`src/rtl/seq_addsub.sv`:
```
// Digit-serial adder/subtractor: processes DIGIT bits per clock, LSB digit first.
// Subtract is a + ~b + ~c_in; results and flags update only when the operation completes.
module seq_addsub #(
   parameter int WIDTH = 16,
   parameter int DIGIT = 4
) (
   input  logic             clk,
   input  logic             rst,
   input  logic             start,
   input  logic             mode,
   input  logic [WIDTH-1:0] a,
   input  logic [WIDTH-1:0] b,
   input  logic             c_in,
   output logic             ready,
   output logic             busy,
   output logic             done,
   output logic [WIDTH-1:0] sum,
   output logic             c_out,
   output logic             ovf,
   output logic             zero
);

   // state | meaning
   // IDLE  | waiting for start; ready=1
   // RUN   | one digit added per edge, LSB digit first
   // DONE  | result registers valid; done pulse for one cycle

   localparam int N  = WIDTH / DIGIT;
   localparam int KW = (N > 1) ? $clog2(N) : 1;
   localparam logic [KW-1:0] K_LAST = KW'(N - 1);

   localparam logic [1:0] S_IDLE = 2'd0;
   localparam logic [1:0] S_RUN  = 2'd1;
   localparam logic [1:0] S_DONE = 2'd2;

   generate
      if (DIGIT < 1 || DIGIT > WIDTH || (WIDTH % DIGIT) != 0) begin : g_bad_param
         $error("seq_addsub: DIGIT must satisfy 1 <= DIGIT <= WIDTH and divide WIDTH");
      end
   endgenerate

   logic [1:0]       state;
   logic [WIDTH-1:0] a_sh;
   logic [WIDTH-1:0] b_sh;
   logic [WIDTH-1:0] res;
   logic             carry;
   logic [KW-1:0]    k;
   logic             a_msb;
   logic             b_msb;

   logic [DIGIT:0]   digit_sum;
   logic [WIDTH-1:0] res_next;

   always_comb begin
      digit_sum = {1'b0, a_sh[DIGIT-1:0]} + {1'b0, b_sh[DIGIT-1:0]} + {{DIGIT{1'b0}}, carry};
      // new digit enters at the top so that after N edges the LSB digit sits at bit 0
      res_next  = (res >> DIGIT) | (WIDTH'(digit_sum[DIGIT-1:0]) << (WIDTH - DIGIT));
   end

   assign ready = (state == S_IDLE);
   assign busy  = (state == S_RUN) || (state == S_DONE);
   assign done  = (state == S_DONE);

   always_ff @(posedge clk or posedge rst) begin
      if (rst) begin
         state <= S_IDLE;
         a_sh  <= '0;
         b_sh  <= '0;
         res   <= '0;
         carry <= 1'b0;
         k     <= '0;
         a_msb <= 1'b0;
         b_msb <= 1'b0;
         sum   <= '0;
         c_out <= 1'b0;
         ovf   <= 1'b0;
         zero  <= 1'b0;
      end else begin
         case (state)
            S_IDLE: begin
               if (start) begin
                  a_sh  <= a;
                  b_sh  <= mode ? ~b : b;
                  carry <= mode ? ~c_in : c_in;
                  a_msb <= a[WIDTH-1];
                  b_msb <= mode ? ~b[WIDTH-1] : b[WIDTH-1];
                  res   <= '0;
                  k     <= '0;
                  state <= S_RUN;
               end
            end
            S_RUN: begin
               a_sh  <= a_sh >> DIGIT;
               b_sh  <= b_sh >> DIGIT;
               res   <= res_next;
               carry <= digit_sum[DIGIT];
               k     <= k + KW'(1);
               if (k == K_LAST) begin
                  sum   <= res_next;
                  c_out <= digit_sum[DIGIT];
                  zero  <= (res_next == '0);
                  ovf   <= (a_msb == b_msb) && (res_next[WIDTH-1] != a_msb);
                  state <= S_DONE;
               end
            end
            S_DONE: begin
               state <= S_IDLE;
            end
            default: begin
               state <= S_IDLE;
            end
         endcase
      end
   end

endmodule

```
`config.mk`:
```
export PLATFORM = sky130hd
export DESIGN_NAME = seq_addsub
export DESIGN_NICKNAME = d
export VERILOG_FILES = /design/src/rtl/seq_addsub.sv
export SDC_FILE = /design/constraint.sdc
export NUM_CORES = 1
export LEC_CHECK = 0
export CELL_PAD_IN_SITES_DETAIL_PLACEMENT = 1
export CELL_PAD_IN_SITES_GLOBAL_PLACEMENT = 2
export CORE_MARGIN = 1.5
export CORE_UTILIZATION = 30
export DETAILED_ROUTE_END_ITERATION = 8
export PLACE_DENSITY_LB_ADDON = 0.1
export SLEW_MARGIN = 30
export SYNTH_ARGS = -nofsm -noshare
export SYNTH_HDL_FRONTEND = slang
export SYNTH_SLANG_ARGS = --single-unit
export TNS_END_PERCENT = 20
```
`constraint.sdc`:
```
create_clock -name clk -period 2.16 [get_ports clk]
set_input_delay 0.432 -clock clk [delete_from_list [all_inputs] [get_ports clk]]
set_output_delay 0.432 -clock clk [all_outputs]
set_load 0.02 [all_outputs]
```
=== Word-level counts from Yosys, hierarchy flattened ===
Cells that the tools add are included.
W data, S select, Z words.

* Flip-flop bits (word level): 74
* Latch bits: 0
* Bits in writable memories: 0
* ROM bits: 0
* Memories: 0

* $add $sub $neg: 3
* $mul: 0
* Divide/modulo/power cells: 0
* $lt $le $gt $ge: 0
* Equality and inequality tests: 7
* Shift-type cells: 0
* Multiplexer cells: 16
* Bitwise gates (word level): 4
* Reduce and logical (&&, ||, !) cells: 9

{| class="wikitable"
|+ Operators with widths
! kind !! number
|-
| $pmux W16 S2 || 3
|-
| $mux W16 || 4
|-
| $logic_not A16 Y1 || 1
|-
| $not A16 Y16 || 1
|-
| $or A12 B16 Y16 || 1
|-
| $pmux W2 S2 || 2
|-
| $reduce_and A2 Y1 || 4
|-
| $mux W2 || 3
|-
| $add A4 B4 Y5 || 1
|-
| $add A5 B1 Y5 || 1
|-
| $eq A2 B2 Y1 const B || 2
|-
| $mux W1 || 3
|-
| $add A2 B1 Y2 const B || 1
|-
| $eq A2 B1 Y1 const B || 1
|-
| $logic_not A2 Y1 || 1
|-
| $ne A2 B1 Y1 const B || 1
|-
| $ne A2 B2 Y1 const B || 1
|-
| $not A1 Y1 || 2
|-
| $pmux W1 S2 || 1
|-
| $reduce_bool A2 Y1 || 1
|-
| $eq A1 B1 Y1 || 1
|-
| $logic_and A1 B1 Y1 || 1
|-
| $logic_or A1 B1 Y1 || 1
|-
| $ne A1 B1 Y1 || 1
|}

=== Logic depth before layout (Yosys ltp) ===
Gate-level depths: netlist of the first run.

* Depth after elaboration: 5
* Depth in mapped cells: 8
* Gate-level depth less buffers: 8

=== Worst setup path after synthesis of the first run ===
No wires, ideal clock.

* Path kind: register to register
* From: register a_sh[0]
* To: register zero
* Setup time: 0.076 ns
* Data arrival time: 1.767 ns
* Required time: 2.084 ns
* Setup slack: 0.316 ns
* Stages on the path, launching flop included: 8
* Period minus slack after synthesis: 1.844 ns
* Path through: dfrtp_1 > inv_1 > fa_1 > inv_1 > fa_1 > nor4_1 > nand4_1 > o21ai_1

* Longest elaborated chain between the ends: 4

{| class="wikitable"
|+ RTL lines
! item !! line !! source
|-
| start, declared || 43 || <nowiki>logic [WIDTH-1:0] a_sh;</nowiki>
|-
| start signal, assigned || 93 || <nowiki>a_sh <= a_sh >> DIGIT;</nowiki>
|-
| $add A4 B4 Y5 || 55 || <nowiki>digit_sum = {1'b0, a_sh[DIGIT-1:0]} + {1'b0, b_sh[DIGIT-1:0]} + {{DIGIT{1'b0}}, carry};</nowiki>
|-
| $add A5 B1 Y5 || 55 ||
|-
| named net digit_sum[1] || 51 || <nowiki>logic [DIGIT:0] digit_sum;</nowiki>
|-
| $or A12 B16 Y16 || 57 || <nowiki>res_next = (res >> DIGIT) | (WIDTH'(digit_sum[DIGIT-1:0]) << (WIDTH - DIGIT));</nowiki>
|-
| $logic_not A16 Y1 || 101 || <nowiki>zero <= (res_next == '0);</nowiki>
|-
| end signal, assigned || 101 ||
|-
| end, declared || 20 || <nowiki>output logic zero</nowiki>
|}

The timed path passes the listed nets, and every way through them passes these cells.
A chain may end at the register's enable or synchronous reset.

=== Worst setup path after layout of the first run ===
* From: register state[0]
* To: output port ready

* Longest elaborated chain between the ends: 1

{| class="wikitable"
|+ RTL lines
! item !! line !! source
|-
| start, declared || 42 || <nowiki>logic [1:0] state;</nowiki>
|-
| start signal, assigned || 66 || <nowiki>state <= S_IDLE;</nowiki>
|-
| start signal, assigned || 89 || <nowiki>state <= S_RUN;</nowiki>
|-
| start signal, assigned || 103 || <nowiki>state <= S_DONE;</nowiki>
|-
| $logic_not A2 Y1 || 60 || <nowiki>assign ready = (state == S_IDLE);</nowiki>
|-
| end, declared || 14 || <nowiki>output logic ready,</nowiki>
|}

No other way between the ends.

==> summary.md, run 1 <==
| Metric | Value |
|---|---|
| # IOs | 59 |
| Slowest CP cell | clkdlybuf4s50_1 |
| Drt pass-1 iters | 4 |
| First-pass GRT wire length | about 14000 um |
| Initial core utilization | 31.1% |
| DP HPWL | approximately 5400 um |
| VDD IR-drop max | about 870 uV |
| Total Power | 6.51 mW |
| Synth Area in Simple Gates | between 10% and 20% |
| Gr usage total | between 10% and 20% |
| Largest family of logic cells by synthesized area | compound AO/OA/AOI/OAI gates |
| Headroom to the max-slew limit | 67.2% |
| Max layer used | met4 |
| Yosys cell types | 34 |
| H-tree level count | 3 |
| Post-Route WL | about 7600 um |
| Ant. Diodes | 0 |
| Vias/cell | 4.70 |
| Max cap viols | 0 |
| Die H | between 100 and 150 um |
| Die Width | 107 um |
| Worst setup margin | between 0.1 and 0.15 ns |
| Total CTS buffers | 9 |
| Place WS | approximately 0.15 ns |
| I/O Buffers | 58 |
| Area share of fa/ha/maj cells after synthesis | 3.94% |
| Crit-path max cell delay | about 0.61 ns |
| Avg Cell Area, Syn | 10.5 um2 |
| Synth Area in XOR/XNOR | ~4.9% |
| Cell area after synthesis | roughly 0.0032 mm2 |
| Clk Latency, worst-skew pair | 0.34 ns |
| Final GP Congestion | around 0.7 |
| WL per Instance | 14.8 um |
| Outcome | finished, final reports clean |
| Period Utilization, post-route | ~94% |
| Leakage | 1.86 nW |
| Pwr Density | 1540 mW/mm2 |
| CTS root buffer | clkbuf_8 |
| Initial drt markers | 66 |
| Fin crit period | between 2 and 2.5 ns |
| Nets | about 420 |
| Clock sinks | 70 |
| Clk buf depth | 2 |
| RSZ-0062 raised after global routing | no |
| Syn-to-layout area delta | 31.0% |
| Sequential-to-total area share from yosys stat | between 50% and 60% |
| DRT antenna net count | 0 |
| Worst-path fanout max | 3 |
| Synth Area in Compound Gates | between 10% and 20% |
| Clk slew on worst S/H paths | 0.08 ns |
| Post-CTS Setup Bufs | 0 |
| Crit path capture type | primary output |
| Fill cell count | 1169 |
| Post-synthesis cell count | 307 |
| Final Setup Violations | 0 |
| Met3 wire len | 256 um |
| DR WL met2 | 3550 um |
| Grt ovf | 0 |
| Sum of negative setup slack | 0 ns |
| Core Util, Final | roughly two fifths |
| Max frequency | slightly below 500 MHz |
| Number of synthesized register bits | 70 |
| Core area | approximately 0.010 mm2 |
| Final hold vios | 0 |
| # rows | 37 |
| Final hold slack | roughly 0.48 ns |
| Post-synthesis mux area share | under 10% |
| Die ar. | roughly 0.011 mm2 |
| Initial antenna violation count | 0 |
| Layout cell share with drive strength beyond 1 | 12.0% |
| Worst Setup Path Type | flip-flop to primary output |
| Drt drc | 0 |
| CP Cell Sequence | inv_1, ha_1, clkdlybuf4s50_1 |
| Least-Margin Pin Slew | just under 0.5 ns |
| Largest net degree at the start of global routing | 71 |
| Number of global-route vias before repair | between 2000 and 3000 |
| Tightest Hold Check Type | flip-flop to flip-flop |
| Post-Route Skew | ~0.013 ns |
| DRT met1 WL | ~3700 um |
| CTS tree | done |
| Slew Limit Fails | 0 |
| Syn. warnings | 0 |
| Critical Path AT | 1.61 ns |
| Required @ worst endpoint | between 1.5 and 2 ns |
| Syn_nets | about 350 |
| Vias | about 2400 |
| Startpoint types | flip-flop |
| Crit path buf inv count | 2 |
| Delay-heaviest family, CP | buffers and inverters |
==> report_power, final <==
group	switching [mW]	total (mW)	internal, mW
registers	0.398	2.29	1.89
clock network	0.515	1.17	0.654
logic	1.68	3.05	1.37
total	2.60	6.51	3.92
==> worst register-to-register path, delay by kind of cell, from the launching register on <==
kind                     cells  cell delay [ns]
buffers and inverters        2             0.15
AO/OA/AOI/OAI                1             0.14
flip-flops                   1             0.36
adder cells (fa/ha/maj)      2             0.89
AND/OR/NAND/NOR              2             0.41
==> layer usage <==
metal  up-vias  global-route usage [%]
li1       1184                       -
met4         0                    3.71
met5         -                       0
met2        41                    24.2
met1      1170                    21.0
met3         7                    3.59
==> per-stage QoR <==
stage               cell area, um2  std cells
floorplan                     3240        307
global placement              4010        495
detailed placement            4010        495
CTS                           4230        511
global route                  4240        511
finish                        4240        511
==> state kept, by name (all words and copies together), names as in the netlist <==
register and count:
res 12, b_sh 16, carry 1, c_out 1, a_sh 16, a_msb 1
b_msb 1, ovf 1, zero 1, state 2, sum 16, k 2
==> worst paths after layout <==
kind,startpoint,end,slack (ns),depth (start not counted)
max,state[0],ready,0.12,3
min,b_sh[9],b_sh[9],0.48,2
max reg2reg,a_sh[0],zero,0.16,7
min reg2reg,b_sh[9],b_sh[9],0.48,2
max in group asynchronous,rst,a_sh[3],1.30,3
min in group asynchronous,rst,b_sh[5],0.53,3
==> layout by cell type, fill, tap and decap left out, types with 3 or more instances in the layout <==
cell             Yosys  final
mux2i_1              4      4
xnor2_1             17     17
o21ai_1              6      5
mux2_2              13     13
clkbuf_8             0      9
o22ai_1             13     13
a22o_1              18     18
o21ai_0             23     23
nand2_1             32     32
inv_1               14     13
nor2_1              29     29
nand2b_1             3      3
dfrtp_1             70     70
buf_4                5     10
a21oi_1             18     18
clkdlybuf4s50_1      0     57
ha_1                 7      7
==> kinds of logic after synthesis <==
logic type | Yosys count
buffers and inverters | 32
muxes | 18
DFF | 70
adders and majority gates | 9
and+or+nand+nor | 76
xor gates and xnor gates | 18
AOI/OAI and AO/OA | 84
==> synthesized netlist by cell type, drive strengths merged <==
cell type  count  share of area [%]
clkbuf         3               0.35
dfrtp         70                 54
ha             7                2.7
a22o          18                4.9
nand2         32                3.7
buf           15                2.7
nor4           2               0.39
xnor2         17                4.6
mux2          14                4.9
nor2          29                3.4
mux2i          4                1.2
o22ai         13                2.5
o211ai         1               0.23
nor2b          1               0.19
nand2b         3               0.58
xor2           1               0.27
a21o           1               0.27
nand4          1               0.19
nand3b         1               0.23
o21ai         29                4.5
nor4b          1               0.27
fa             2                1.2
o31ai          2               0.46
and3b          1               0.27
a21boi         1               0.23
and2           3               0.58
or4            2               0.46
a31oi          1               0.19
inv           14                1.6
a21oi         18                2.8
==> what timing repair did <==
action / CTS / global route
hold buffers: 0 / 0
endpoints found under the setup margin: 0 / 2
gates resized for setup: 0 / 2
==> area by class of cell <==
cell class                 instances  area [um2]  area share (%)
sequential                        70        1750            41.3
multi-input combinational        205        1340            31.7
timing repair buffer              70         698            16.5
tap                              136         170            4.01
clock buffer                       9         124            2.92
clock inverter                     7        96.3            2.27
inverter                          14        56.3            1.33
Note: power is estimated with default switching activity, not from simulation.
==> run 2: changes to the inputs <==
CELL_PAD_IN_SITES_DETAIL_PLACEMENT = 0   (was 1)
CELL_PAD_IN_SITES_GLOBAL_PLACEMENT = 1   (was 2)
CORE_UTILIZATION = 37   (was 30)
==> run 2 against run 1 <==
  * Clock skew fell by 0.0034 ns
  * Combinational power fell by 3%
  * Sequential share of layout area rose by 0.21 points
  * Count of clock-buffer cells in the layout did not move
  * Non-clock buffer count did not move
  * Hold slack got worse by 0.0022 ns
==> summary.md, run 2 (same netlist as run 1, synthesis figures left out) <==
| Metric | Value |
|---|---|
| Outcome | finished, final reports clean |
| Final Non-Filler Cells | 480 |
| Final GP Congestion | 0.751 |
| Largest net degree at the start of global routing | 71 |
| Post-Route WL | approximately 6600 um |
| WL per Instance | ~14 um |
| Slew Limit Fails | 0 |
| Die ar. | 0.00932 mm2 |
| Pwr Density | around 1500 mW/mm2 |
| FF-to-FF Start | a_sh[0] |
| DRT antenna net count | 0 |
| Leakage | 1.86 nW |
| Worst-path fanout max | 3 |
| CTS tree | done |
| Fill cell count | approximately 800 |
| Worst Setup Path Type | flip-flop to primary output |
| Die H | ~97 um |
| Final Setup Violations | 0 |
| DP HPWL | around 4800 um |
| Cells after DPL | between 400 and 500 |
| Clk buf depth | 2 |
| Layout cell share with drive strength beyond 1 | 11.7% |
| Nets | around 420 |
| Initial core utilization | 38.8% |
| Core area | approximately 0.0083 mm2 |
| I/O Buffers | 58 |
| Post-Route Skew | roughly 0.0093 ns |
| Comb power frac | ~46% |
| Total CTS buffers | 9 |
| Grt ovf | 0 |
| Switching Share | 38.2% |
| Required @ worst endpoint | 1.73 ns |
| Final Cell Area | about 0.0042 mm2 |
| Core Util, Final | a little over 50% |
| Cells on worst reg2reg path | 7 |
| Max cap viols | 0 |
| H-tree level count | 3 |
| Commonest non-fill, non-tap cell in the layout | dfrtp_1 |
| Vias/cell | slightly below 5 |
| Period Utilization, post-route | 93.1% |
| Register share of total power | a little over a third |
| CTS root buffer | clkbuf_8 |
| Clk slew on worst S/H paths | approximately 0.080 ns |
| Fin crit period | slightly above 2 ns |
| Hold buffers post-CTS | 0 |
| Final hold slack | 0.480 ns |
| Ant. Diodes | 0 |
| Met3 wire len | about 260 um |
| Hold Crit Start | sum[12] |
| Sum of negative setup slack | 0 ns |
| Initial antenna violation count | 0 |
| Gr usage total | approximately 16% |
| Post-DP Area | just under 0.004 mm2 |
| Endpoint, Worst Hold | sum[12] |
| Post-CTS Setup Bufs | 0 |
| DR WL met2 | 2980 um |
| Register area | 0.00175 mm2 |
| Multi-input gate area | roughly 0.0013 mm2 |
| Worst hold stages | 2 |
| Top flop regs | a_sh: 16 flops, b_sh: 16 flops, sum: 16 flops |
| Headroom to the max-slew limit | around 67% |
| Internal Power | about 4 mW |
| Worst setup margin | 0.149 ns |
| Place WS | around 0.17 ns |
| Syn-to-layout area delta | 30.3% |
| Total Power | 6.49 mW |
| Max frequency | slightly below 500 MHz |
| First-pass GRT wire length | approximately 11000 um |
| VDD IR-drop max | 962 uV |
| # IOs | just under 60 |
| DRT met1 WL | between 3000 and 4000 um |
| Clock sinks | 70 |
| Final hold vios | 0 |
| Most frequent cells in the layout | dfrtp_1, clkdlybuf4s50_1, nand2_1 |
| Max layer used | met4 |
| Tightest Hold Check Type | flip-flop to flip-flop |
| Critical R2R Capture | zero |
| Least-Margin Pin Slew | just under 0.5 ns |
| Post-cts sizing count | 1 |
| Sw power | between 2 and 2.5 mW |
| Clk Latency, worst-skew pair | between 0.3 and 0.4 ns |
| # rows | 33 |
| Number of global-route vias before repair | 2308 |
| Vias | 2344 |
| R2r setup slk | about 0.16 ns |
| Clock network power share | between 15 and 20% |
| Drt drc | 0 |
| RSZ-0062 raised after global routing | no |
| Drt pass-1 iters | 4 |
| Startpoint types | flip-flop |
| Die Width | roughly 97 um |
| Critical Path AT | roughly 1.6 ns |
| Initial drt markers | a little under 80 |
| Crit path capture type | primary output |
run 2: layout make-up:
| class | instances | area share (%) |
|---|---|---|
| flip-flops and latches | 70 | 41.5 |
| multi-input cells | 205 | 31.7 |
| inverters | 14 | 1.33 |
| well taps | 105 | 3.11 |
| repair buffers | 70 | 16.5 |
| clock inverters | 7 | 2.88 |
| clock buffers | 9 | 2.94 |
run 2: power groups by stage:
stage	clock network [mW]	registers, mW	logic [mW]
2_1_floorplan	0	2.35	1.93
3_3_place_gp	0	2.29	2.96
3_5_place_dp	0	2.29	3.02
4_1_cts	1.32	2.27	3.01
5_1_grt	1.37	2.35	3.36
6_report	1.27	2.26	2.96
run 2: critical path: stages, from the launching register on:
cell	delay, ns
dfrtp_1	0.41
inv_1	0.09
ha_1	0.15
clkdlybuf4s50_1	0.60
run 2: worst max path at each step:
stage	startpoint	to	depth (start not counted)
4_1_cts	state[0]	busy	3
5_1_grt	a_sh[0]	zero	7
2_1_floorplan	a_sh[0]	zero	7
6_report	state[0]	done	3
3_3_place_gp	a_sh[0]	zero	7
3_5_place_dp	a_sh[0]	zero	7
run 2: routing by layer:
layer / up-vias / track usage (%)
li1: 1188 / -
met3: 9 / 4.93
met2: 44 / 23.9
met1: 1103 / 22.5
met5: - / 0
met4: 0 / 5.19
